[src/rtl/sram22_port_ctrl.sv]
// sram22_port_ctrl
//   Drives one sram22 macro (we/wmask/addr/din, dout one cycle later) from a
//   valid/ready request stream and returns read data through a buffered
//   valid/ready response stream. Credit-based: a request is only accepted when
//   the response FIFO can hold every beat already buffered or in flight. As a
//   result, the FIFO can never overflow, and rsp_ready never reaches req_ready
//   combinationally.
//
// Optional feature (compile-time macro):
//   SRAM22_CTRL_WRITE_ACK_EN - every accepted write also consumes a credit and
//   returns a beat with rsp_rdata = 0, kept in order with read beats.
//
// Ports:
//   clk, rst         clock, asynchronous active-high reset
//   req_*            request stream (valid/ready, we, wmask, addr, wdata)
//   rsp_*            response stream (valid/ready, rdata)
//   sram_we/wmask/addr/din  macro inputs (combinational from the request)
//   sram_dout        macro read data, valid the cycle after a read is issued
module sram22_port_ctrl #(
    parameter int unsigned DATA_WIDTH  = 32,
    parameter int unsigned ADDR_WIDTH  = 6,
    parameter int unsigned WMASK_WIDTH = 1,
    parameter int unsigned FIFO_DEPTH  = 3
) (
    input  logic                   clk,
    input  logic                   rst,
    input  logic                   req_valid,
    output logic                   req_ready,
    input  logic                   req_we,
    input  logic [WMASK_WIDTH-1:0] req_wmask,
    input  logic [ADDR_WIDTH-1:0]  req_addr,
    input  logic [DATA_WIDTH-1:0]  req_wdata,
    output logic                   rsp_valid,
    input  logic                   rsp_ready,
    output logic [DATA_WIDTH-1:0]  rsp_rdata,
    output logic                   sram_we,
    output logic [WMASK_WIDTH-1:0] sram_wmask,
    output logic [ADDR_WIDTH-1:0]  sram_addr,
    output logic [DATA_WIDTH-1:0]  sram_din,
    input  logic [DATA_WIDTH-1:0]  sram_dout
);

    localparam int unsigned PtrW = (FIFO_DEPTH > 1) ? $clog2(FIFO_DEPTH) : 1;
    // One extra bit so count + pending never wraps.
    localparam int unsigned CntW = $clog2(FIFO_DEPTH + 1) + 1;

    typedef logic [PtrW-1:0] ptr_t;
    typedef logic [CntW-1:0] cnt_t;

    localparam ptr_t LastPtr  = ptr_t'(FIFO_DEPTH - 1);
    localparam cnt_t DepthCnt = cnt_t'(FIFO_DEPTH);

    logic [DATA_WIDTH-1:0] fifo_q [FIFO_DEPTH];
    logic [DATA_WIDTH-1:0] fifo_d [FIFO_DEPTH];
    ptr_t                  wr_ptr_q, wr_ptr_d;
    ptr_t                  rd_ptr_q, rd_ptr_d;
    cnt_t                  count_q, count_d;
    logic                  pending_q, pending_d;
    logic                  accept, push, pop;
    logic [DATA_WIDTH-1:0] push_data;
`ifdef SRAM22_CTRL_WRITE_ACK_EN
    // Marks that the in-flight beat is a write ack rather than macro data.
    logic                  ack_q, ack_d;
`endif

    // Credit check uses registered state only.
    assign req_ready = !rst && ((count_q + cnt_t'(pending_q)) < DepthCnt);
    assign accept    = req_valid && req_ready;

    assign sram_we    = accept && req_we;
    assign sram_wmask = req_wmask;
    assign sram_addr  = req_addr;
    assign sram_din   = req_wdata;

    assign rsp_valid = (count_q != '0);
    assign rsp_rdata = fifo_q[rd_ptr_q];

    always_comb begin
        push = pending_q;
        pop  = rsp_valid && rsp_ready;

`ifdef SRAM22_CTRL_WRITE_ACK_EN
        pending_d = accept;
        ack_d     = accept && req_we;
        push_data = ack_q ? '0 : sram_dout;
`else
        pending_d = accept && !req_we;
        push_data = sram_dout;
`endif

        fifo_d = fifo_q;
        if (push) begin
            fifo_d[wr_ptr_q] = push_data;
        end

        wr_ptr_d = wr_ptr_q;
        if (push) begin
            wr_ptr_d = (wr_ptr_q == LastPtr) ? '0 : wr_ptr_q + ptr_t'(1);
        end

        rd_ptr_d = rd_ptr_q;
        if (pop) begin
            rd_ptr_d = (rd_ptr_q == LastPtr) ? '0 : rd_ptr_q + ptr_t'(1);
        end

        count_d = count_q + cnt_t'(push) - cnt_t'(pop);
    end

    always_ff @(posedge clk or posedge rst) begin
        if (rst) begin
            for (int i = 0; i < int'(FIFO_DEPTH); i++) begin
                fifo_q[i] <= '0;
            end
            wr_ptr_q  <= '0;
            rd_ptr_q  <= '0;
            count_q   <= '0;
            pending_q <= 1'b0;
`ifdef SRAM22_CTRL_WRITE_ACK_EN
            ack_q     <= 1'b0;
`endif
        end else begin
            fifo_q    <= fifo_d;
            wr_ptr_q  <= wr_ptr_d;
            rd_ptr_q  <= rd_ptr_d;
            count_q   <= count_d;
            pending_q <= pending_d;
`ifdef SRAM22_CTRL_WRITE_ACK_EN
            ack_q     <= ack_d;
`endif
        end
    end

`ifndef SYNTHESIS
    a_no_overflow : assert property (@(posedge clk) disable iff (rst)
        !(push && !pop && count_q == DepthCnt));
    a_no_pop_empty : assert property (@(posedge clk) disable iff (rst)
        !(pop && count_q == '0));
`endif

endmodule

[config.mk]
export PLATFORM = sky130hd
export DESIGN_NAME = sram22_port_ctrl
export DESIGN_NICKNAME = d
export VERILOG_FILES = /design/src/rtl/sram22_port_ctrl.sv
export SDC_FILE = /design/constraint.sdc
export NUM_CORES = 1
export LEC_CHECK = 0
export BUFFER_PORTS_ARGS = -buffer_cell sky130_fd_sc_hd__buf_2
export CORE_ASPECT_RATIO = 1.75
export CORE_MARGIN = 3
export CORE_UTILIZATION = 50
export CTS_BUF_LIST = sky130_fd_sc_hd__clkbuf_4
export DETAILED_ROUTE_END_ITERATION = 16
export HOLD_SLACK_MARGIN = 0.12
export PLACE_DENSITY = 0.88
export SLEW_MARGIN = 30
export SYNTH_ARGS = -nofsm -noshare
export SYNTH_HDL_FRONTEND = slang
export SYNTH_SLANG_ARGS = --single-unit
[constraint.sdc]
create_clock -name clk -period 3.69 [get_ports clk]
set_input_delay 0.738 -clock clk [delete_from_list [all_inputs] [get_ports clk]]
set_output_delay 0.738 -clock clk [all_outputs]
set_load 0.02 [all_outputs]
# [Word level (Yosys, flattened, before mapping)]
# Index checks and enable logic that the tools add are counted.
[totals] regBits=104 input_bits=76 output_inout_bits=74 elab_cells=36
[op_classes] n_addsub=4 order_cmp=4 n_eq_ne=2 mux=8 bitwise_logic=2 n_reduce_logical=9
[ops] op="96-bit bitwise mux" n=1
[ops] op="32-bit 2-to-1 mux" n=3
[ops] op="32-bit binary-select mux with 2-bit select" n=1
[ops] op="32-bit demux with 2-bit select" n=1
[ops] op="3-bit >= comparator, second input constant" n=2
[ops] op="1-bit logical AND" n=6
[ops] op="2-bit NOT with 3-bit output" n=2
[ops] op="2-bit by 1-bit adder with 2-bit output, second input constant" n=2
[ops] op="2-bit equality test, second input constant" n=2
[ops] op="2-bit 2-to-1 mux" n=2
[ops] op="3-bit by 1-bit adder with 3-bit output" n=1
[ops] op="3-bit by 1-bit < comparator with 1-bit output, second input constant" n=1
[ops] op="3-bit by 2-bit < comparator with 1-bit output, second input constant" n=1
[ops] op="3-bit nonzero test" n=1
[ops] op="3-bit by 1-bit subtractor with 3-bit output" n=1
[ops] op="1-bit logical NOT" n=2

# [Longest topological paths before layout]
# Gate-level depths: netlist (run 1).
[depth] word_depth=6 depth_mapped=5 ltp_nobuf=5

# [Least setup slack after synthesis (run 1)]
# No wires, ideal clock.
[synth_timing] kind="reg2out" from="register pending_q" to="output port sram_we" t_arrival_ns=1.671 required_ns=2.952 path_slack_ns=1.281 stages_incl_launch_ff=5 n_path_buf=0 path_cell_list="dfrtp_1 ha_1 ha_1 a21o_1 nor4_1"
[synth_via] elab_chain_len=5
[synth_rtl] element="from (decl)" line_no="58" text="logic pending_q, pending_d;"
[synth_rtl] element="from (signal assigned)" line_no="126" text="pending_q <= pending_d;"
[synth_rtl] element="3-bit by 1-bit adder with 3-bit output" line_no="67" text="assign req_ready = !rst && ((count_q + cnt_t'(pending_q)) < DepthCnt);"
[synth_rtl] element="3-bit by 2-bit < comparator with 1-bit output" line_no="67"
[synth_rtl] element="1-bit logical AND" line_no="67"
[synth_rtl] element="1-bit logical AND" line_no="68" text="assign accept = req_valid && req_ready;"
[synth_rtl] element="1-bit logical AND" line_no="70" text="assign sram_we = accept && req_we;"
[synth_rtl] element="to (decl)" line_no="36" text="output logic sram_we,"
# No other way between the ends.

# [Worst setup path after layout (run 1)]
[layout_timing] from="register rd_ptr_q[1]" to="output port rsp_rdata[29]"
[layout_via] elab_chain_len=4
[layout_rtl] element="from (decl)" line_no="56" text="ptr_t rd_ptr_q, rd_ptr_d;"
[layout_rtl] element="from (signal assigned)" line_no="124" text="rd_ptr_q <= rd_ptr_d;"
[layout_rtl] element="2-bit NOT with 3-bit output (implied by the code)" line_no="76" text="assign rsp_rdata = fifo_q[rd_ptr_q];"
[layout_rtl] element="32-bit binary-select mux with 2-bit select" line_no="76"
[layout_rtl] element="32-bit 2-to-1 mux (implied by the code) (2 in a row)" line_no="76"
[layout_rtl] element="to (decl)" line_no="35" text="output logic [DATA_WIDTH-1:0] rsp_rdata,"
# No other way between the ends. The select of a mux whose other input is x is not followed.

==> out/qor.csv, run 1 <==
stage;metric;value;unit
cts;clk_latency;0.43;ns
grt;grt_max_degree;96;
timing;slew_violations;0;
layout;n_antenna_cell;0;
yosys;synthArstFlopShare;100.0;%
layout;nFillCells;833;
floorplan;fp-row-count;47;
cts;hold_buffers;0;
floorplan;core-area;9527;µm²
power;pwr-share-comb;44.3;%
yosys;syn_area;4937;µm²
setup_path;cp_slowest_stage_delay;0.78;ns
routing;firstDrtPassIters;4;
timing;max_slew_margin;37.52;%
timing;finalCriticalPeriod;2.975;ns
place;gp_congestion;0.7284;
setup_path;cp_max_fo;25;
floorplan;initial_core_util;51.83;%
floorplan;io_pins;150;
yosys;seq_area_frac_synth;52.71;%
routing;viasPerCell;5.556;
yosys;yosysMostFrequentCell;dfrtp_1;
timing;tightestPinTransition;0.9344;ns
grt;grt.overflow.total;0;
layout;finalInstanceArea;5234;µm²
routing;via_count;2889;
routing;wl_per_cell;18.61;µm
place;portBuffers;71;
power;power_frac_seq;43.7;%
yosys;yosysUniqueCellTypes;23;
timing;setup_viol;0;
yosys;synth.top_cell.area_share;52.71;%
yosys;ys_top_cells_by_count;dfrtp_1 (104), mux2_2 (96), buf_4 (43);
cts;numCtsBuffers;9;
timing;period_share;80.63;%
cts;htreeDepth;3;
layout;final_cells;520;
yosys;ys_warn_count;0;
setup_path;critPathArrivalTime;2.24;ns
yosys;synth_cells;364;
floorplan;die_w;81.12;µm
routing;remaining_drc_errors;0;
cts;clock_path_buffers;2;
layout;drive_gt1_share;48.49;%
routing;antenna_left;0;
place;detailedPlace.worstSlack;1.135;ns
routing;wl;9.679;mm
power;power_leakage;2.372;nW
hold_path;hold_class;in2async;
layout;fin_nets;474;
layout;area_growth;6.006;%
grt;grt_usage;18.52;%
floorplan;die_y;137.5;µm
cts;clkTransAtPathRegs;0.15;ns
routing;drtIter0Drc;111;
timing;hold_violations;0;
layout;final_core_util;54.94;%
setup_path;critical_path_class;reg2out;
setup_path;required;2.95;ns
flow_run;cap_violations;0;
setup_path;path_cells;buf_4 -> mux2i_1 -> o2bb2ai_1 -> buf_2;
timing;setup_slack;0.7146;ns
power;vdd_ir_drop_max;0.0005310;V
power;internal-power;2.894;mW
yosys;synthFlopType;dfrtp_1;
timing;max_freq;0.3361;GHz
floorplan;die-area;11150;µm²
yosys;synth_fp_nets;444;
power;clockPowerShare;12.0;%
power;pwr_density_cell;896.2;nW/µm²
cts;post_cts_resized;0;
cts;clkSinkCount;104;
timing;finClkSkew;0.01231;ns
yosys;postSynthAreaPerCell;13.56;µm²
power;swShare;38.30;%
timing;rsz0062_at_grt;no;
setup_path;crit_family;flip-flops;
yosys;synthTopCellsByArea;dfrtp_1 (53%), mux2_2 (22%), buf_4 (6.5%);
cts;tritoncts;yes;
timing;tns;0;ns
setup_path;critPathSlowestCell;dfrtp_2;
grt;grt_pass1_wl;15.46;mm
grt;antenna_found_initial;0;
power;power;4.691;mW
run_status;status;complete, no violations;
yosys;synth.ff_latch_count;104;
yosys;yosys.area.top_type;dfrtp_1;
yosys;synth_edf_count;0;
place;dpl.hpwl;6.747;mm
grt;grt_pass1_vias;3181;
setup_path;crit_buf_inv;2;
timing;hold_ws;0.4580;ns
power;switchingPower;1.797;mW
place;place_area;5085;µm²
place;placedCellCount;504;
cts;cts_post_setup_buffers_inserted;0;
setup_path;worstSetupStartpointType;flip-flop;
setup_path;endpoint_kind;output port;
cts;cts_root_buffer;clkbuf_4;
-- cells in the final DEF, fill, tap and decap left out, drive strengths merged --
master and n:
buf 79, mux2i 32, nor2 2, nor4 2, clkbuf 10, or3 1
o22ai 10, ha 4, inv 9, clkinv 3, o2bb2ai 22, clkinvlp 1
o31a 1, a21o 2, nor3b 1, o21ai 1, xor2 2, bufinv 1
nand3b 2, mux2 98, nor2b 1, dfrtp 104, nand2 10
-- kinds of logic (layout without fill, tap and decap cells) --
group / count (synthesis) / count (layout) / share of synthesized area (%)
flops: 104 / 104 / 52.71
mux: 130 / 130 / 28.84
simple gates: 19 / 19 / 2.104
buf+inv: 69 / 103 / 9.224
compound gates: 36 / 36 / 5.752
fa+ha+maj: 4 / 4 / 1.014
xor+xnor: 2 / 2 / 0.3549
-- power by group through the flow --
stage                     clock, mW  sequential [mW]  combinational, mW
after floorplan                   0             1.93               1.68
after global placement            0             2.03               2.04
after detailed placement          0             2.08               2.12
after CTS                     0.586             2.05               2.12
after global routing          0.623             2.13               2.26
final                         0.565             2.05               2.08
-- sequential cells by signal (all words and copies together), names as in the netlist --
signal	count
rd_ptr_q	2
count_q	3
pending_q	1
wr_ptr_q	2
fifo_q	96
-- worst register-to-register path, stage by stage, from the launching register on --
cell and delay (ns):
dfrtp_1 0.48, nand3b_1 0.74, buf_4 0.41, mux2_2 0.38
-- routing by layer --
layer  GRT usage [%]  vias to the layer above  wire (µm)
li1                -                     1325          -
met1           19.33                     1461       3708
met2           33.30                       60       5105
met3           2.814                       43        365
met4           12.41                        0        499
met5               0                        -          0
-- path summary, 6_finish.rpt --
check,startpoint,endpoint,slack (ns),cells past startpoint
worst max-delay path,rd_ptr_q[1],rsp_rdata[29],0.71,4
min in group clk,req_we,pending_q,0.47,2
worst min register to register,fifo_q[91],fifo_q[91],0.51,1
worst min-delay path,rst,count_q[1],0.46,2
max in group asynchronous,rst,fifo_q[29],2.50,3
worst max register to register,pending_q,fifo_q[57],1.58,3
-- layout make-up --
cell class              count  area, µm²  share of cell area, %
clock inverters             5      58.81                  1.124
flip-flops and latches    104       2604                  49.75
repair buffers             79      422.9                  8.080
multi-input cells         191       1882                  35.95
well taps                 122      152.6                  2.917
clock buffers              10      75.07                  1.434
inverters                   9      38.79                 0.7411
Power figures use the tool's default switching activity.
==> run 2: changes to the inputs <==
- clock period: 3.69 -> 3.1 ns (I/O delays scaled with it)
==> out/qor.csv, run 2 (synthesis gave the netlist of run 1 again) <==
stage;metric;value;unit;change
floorplan;core-area;9527;µm²;unchanged
grt;grt.overflow.total;0;;unchanged
timing;rsz0062_at_grt;no;;unchanged
place;dpl.hpwl;6.802;mm;was 6.747 mm
routing;firstDrtPassIters;4;;unchanged
routing;wl;9.528;mm;was 9.679 mm
setup_path;crit_family;buffers and inverters;;was flip-flops
layout;largest-register;fifo_q;;unchanged
layout;nFillCells;833;;unchanged
timing;tightestPinTransition;0.5495;ns;was 0.9344 ns
setup_path;critPathArrivalTime;2.17;ns;was 2.24 ns
layout;largestRegisters;fifo_q x96, count_q x3;;unchanged
place;gp_congestion;0.7014;;was 0.7284
power;power_frac_seq;42.8;%;was 43.7%
cts;clock_path_buffers;2;;unchanged
setup_path;crit_buf_inv;2;;unchanged
grt;grt_pass1_wl;15.20;mm;was 15.46 mm
power;vdd_ir_drop_max;0.0005544;V;was 0.0005310 V
layout;seqCellArea;2604;µm²;unchanged
timing;finalCriticalPeriod;2.785;ns;
layout;drive_gt1_share;49.13;%;was 48.49%
setup_path;path_cells;buf_4 -> mux2i_1 -> o22ai_1 -> buf_2;;was buf_4 -> mux2i_1 -> o2bb2ai_1 -> buf_2
cts;numCtsBuffers;9;;unchanged
layout;area_growth;6.995;%;was 6.006%
timing;max_slew_margin;63.37;%;was 37.52%
floorplan;die_y;137.5;µm;unchanged
layout;finalInstanceArea;5283;µm²;was 5234 µm²
layout;fin_nets;476;;was 474
routing;antenna_left;0;;unchanged
cts;post_cts_resized;0;;unchanged
floorplan;die_w;81.12;µm;unchanged
setup_path;critPathSlowestCell;dfrtp_2;;unchanged
cts;htreeDepth;3;;unchanged
setup_path;worstSetupStartpointType;flip-flop;;unchanged
power;pwr_density_cell;1067;nW/µm²;was 896.2 nW/µm²
timing;hold_violations;0;;unchanged
floorplan;fp-row-count;47;;unchanged
layout;largest_register_ffs;96;;unchanged
place;place_area;5131;µm²;was 5085 µm²
power;swShare;38.52;%;was 38.30%
floorplan;io_pins;150;;unchanged
setup_path;endpoint_kind;output port;;unchanged
timing;slew_violations;0;;unchanged
hold_path;hold_class;in2async;;unchanged
floorplan;initial_core_util;51.83;%;unchanged
flow_run;cap_violations;0;;unchanged
routing;wl_per_cell;18.15;µm;was 18.61 µm
layout;multi_input_area;1882;µm²;unchanged
setup_path;required;2.48;ns;was 2.95 ns
power;switchingPower;2.172;mW;was 1.797 mW
cts;clk_latency;0.44;ns;was 0.43 ns
routing;viasPerCell;5.522;;was 5.556
timing;period_share;89.85;%;
power;pwr-share-comb;44.7;%;was 44.3%
cts;tritoncts;yes;;unchanged
timing;tns;0;ns;unchanged
cts;clkSinkCount;104;;unchanged
routing;drtIter0Drc;72;;was 111
timing;max_freq;0.3590;GHz;
setup_path;cp_slowest_stage_delay;0.65;ns;was 0.78 ns
floorplan;die-area;11150;µm²;unchanged
cts;cts_post_setup_buffers_inserted;0;;unchanged
routing;remaining_drc_errors;0;;unchanged
grt;grt_usage;18.16;%;was 18.52%
grt;grt_max_degree;105;;was 96
cts;hold_buffers;0;;unchanged
cts;clkTransAtPathRegs;0.16;ns;was 0.15 ns
setup_path;critical_path_class;reg2out;;unchanged
layout;layout_commonest_cell;dfrtp_1;;unchanged
run_status;status;complete, no violations;;unchanged
timing;finClkSkew;0.02036;ns;was 0.01231 ns
setup_path;cp_max_fo;31;;was 25
timing;setup_viol;0;;unchanged
routing;via_count;2899;;was 2889
power;power_leakage;2.387;nW;was 2.372 nW
power;internal-power;3.466;mW;was 2.894 mW
grt;grt_pass1_vias;3025;;was 3181
place;portBuffers;71;;unchanged
power;clockPowerShare;12.5;%;was 12.0%
layout;final_cell_mix;dfrtp_1 (103), mux2_2 (96), buf_2 (71), mux2i_1 (32), o2bb2ai_1 (22);;unchanged
cts;cts_root_buffer;clkbuf_4;;unchanged
grt;antenna_found_initial;2;;was 0
[run 2: cell types whose count changed in the layout (fill, tap and decap cells not counted)]
cell        change
clkinvlp_4      +2
clkbuf_4        -1
buf_4           +1
clkinv_2        +1
clkinv_4        -1
clkinv_1        -1
diode_2         +2
buf_12          +2
buf_8           -1
inv_8           +1
[run 2: power groups by stage]
stage / combinational, mW / clock, mW / sequential, mW
after floorplan: 2.00 / 0 / 2.30
after global placement: 2.47 / 0 / 2.39
after detailed placement: 2.56 / 0 / 2.46
after CTS: 2.56 / 0.730 / 2.42
after global routing: 2.74 / 0.792 / 2.50
final: 2.52 / 0.704 / 2.42
[run 2: path summary, 6_finish.rpt]
check	startpoint	to	slack, ns	cells past startpoint
worst max-delay path	rd_ptr_q[1]	rsp_rdata[23]	0.31	4
worst min-delay path	rst	count_q[2]	0.30	3
worst max register to register	rd_ptr_q[1]	rd_ptr_q[0]	1.52	3
worst min register to register	fifo_q[87]	fifo_q[87]	0.51	1
max in group asynchronous	rst	fifo_q[32]	2.37	3
min in group clk	req_we	pending_q	0.33	2
[run 2: final cells by class]
cell class                      count  share of cell area [%]
Sequential cell                   104                   49.29
Tap cell                          122                   2.890
Timing Repair Buffer               81                   8.622
Multi-Input combinational cell    191                   35.62
Inverter                            9                  0.7106
Antenna cell                        2                 0.09474
Clock buffer                        9                   1.279
Clock inverter                      7                   1.492
[run 2: through the flow]
step,hold slack [ns],setup slack [ns],utilization [%],power [mW],cells
after floorplan,0.4574,0.8086,-,4.301,364
after global placement,0.4681,0.8294,53.86,4.856,507
after detailed placement,0.4790,0.7929,53.86,5.015,507
after CTS,0.3015,0.2616,55.40,5.714,523
after global routing,0.3063,0.1649,55.45,6.036,525
final,0.2965,0.3147,55.45,5.638,525
[run 2: worst reg2reg max path: stages, from the launching register on]
cell and delay [ns]:
dfrtp_2 0.65, buf_4 0.50, nor2_1 0.07, mux2_2 0.27
[run 2: routing by layer]
layer | global-route usage (%) | routed length, µm | vias up | part of all wire (%)
li1 | - | - | 1334 | -
met1 | 19.82 | 3541 | 1467 | 37
met2 | 31.70 | 5110 | 58 | 54
met3 | 3.076 | 377 | 40 | 4.0
met4 | 11.84 | 499 | 0 | 5.2
met5 | 0 | 0 | - | 0
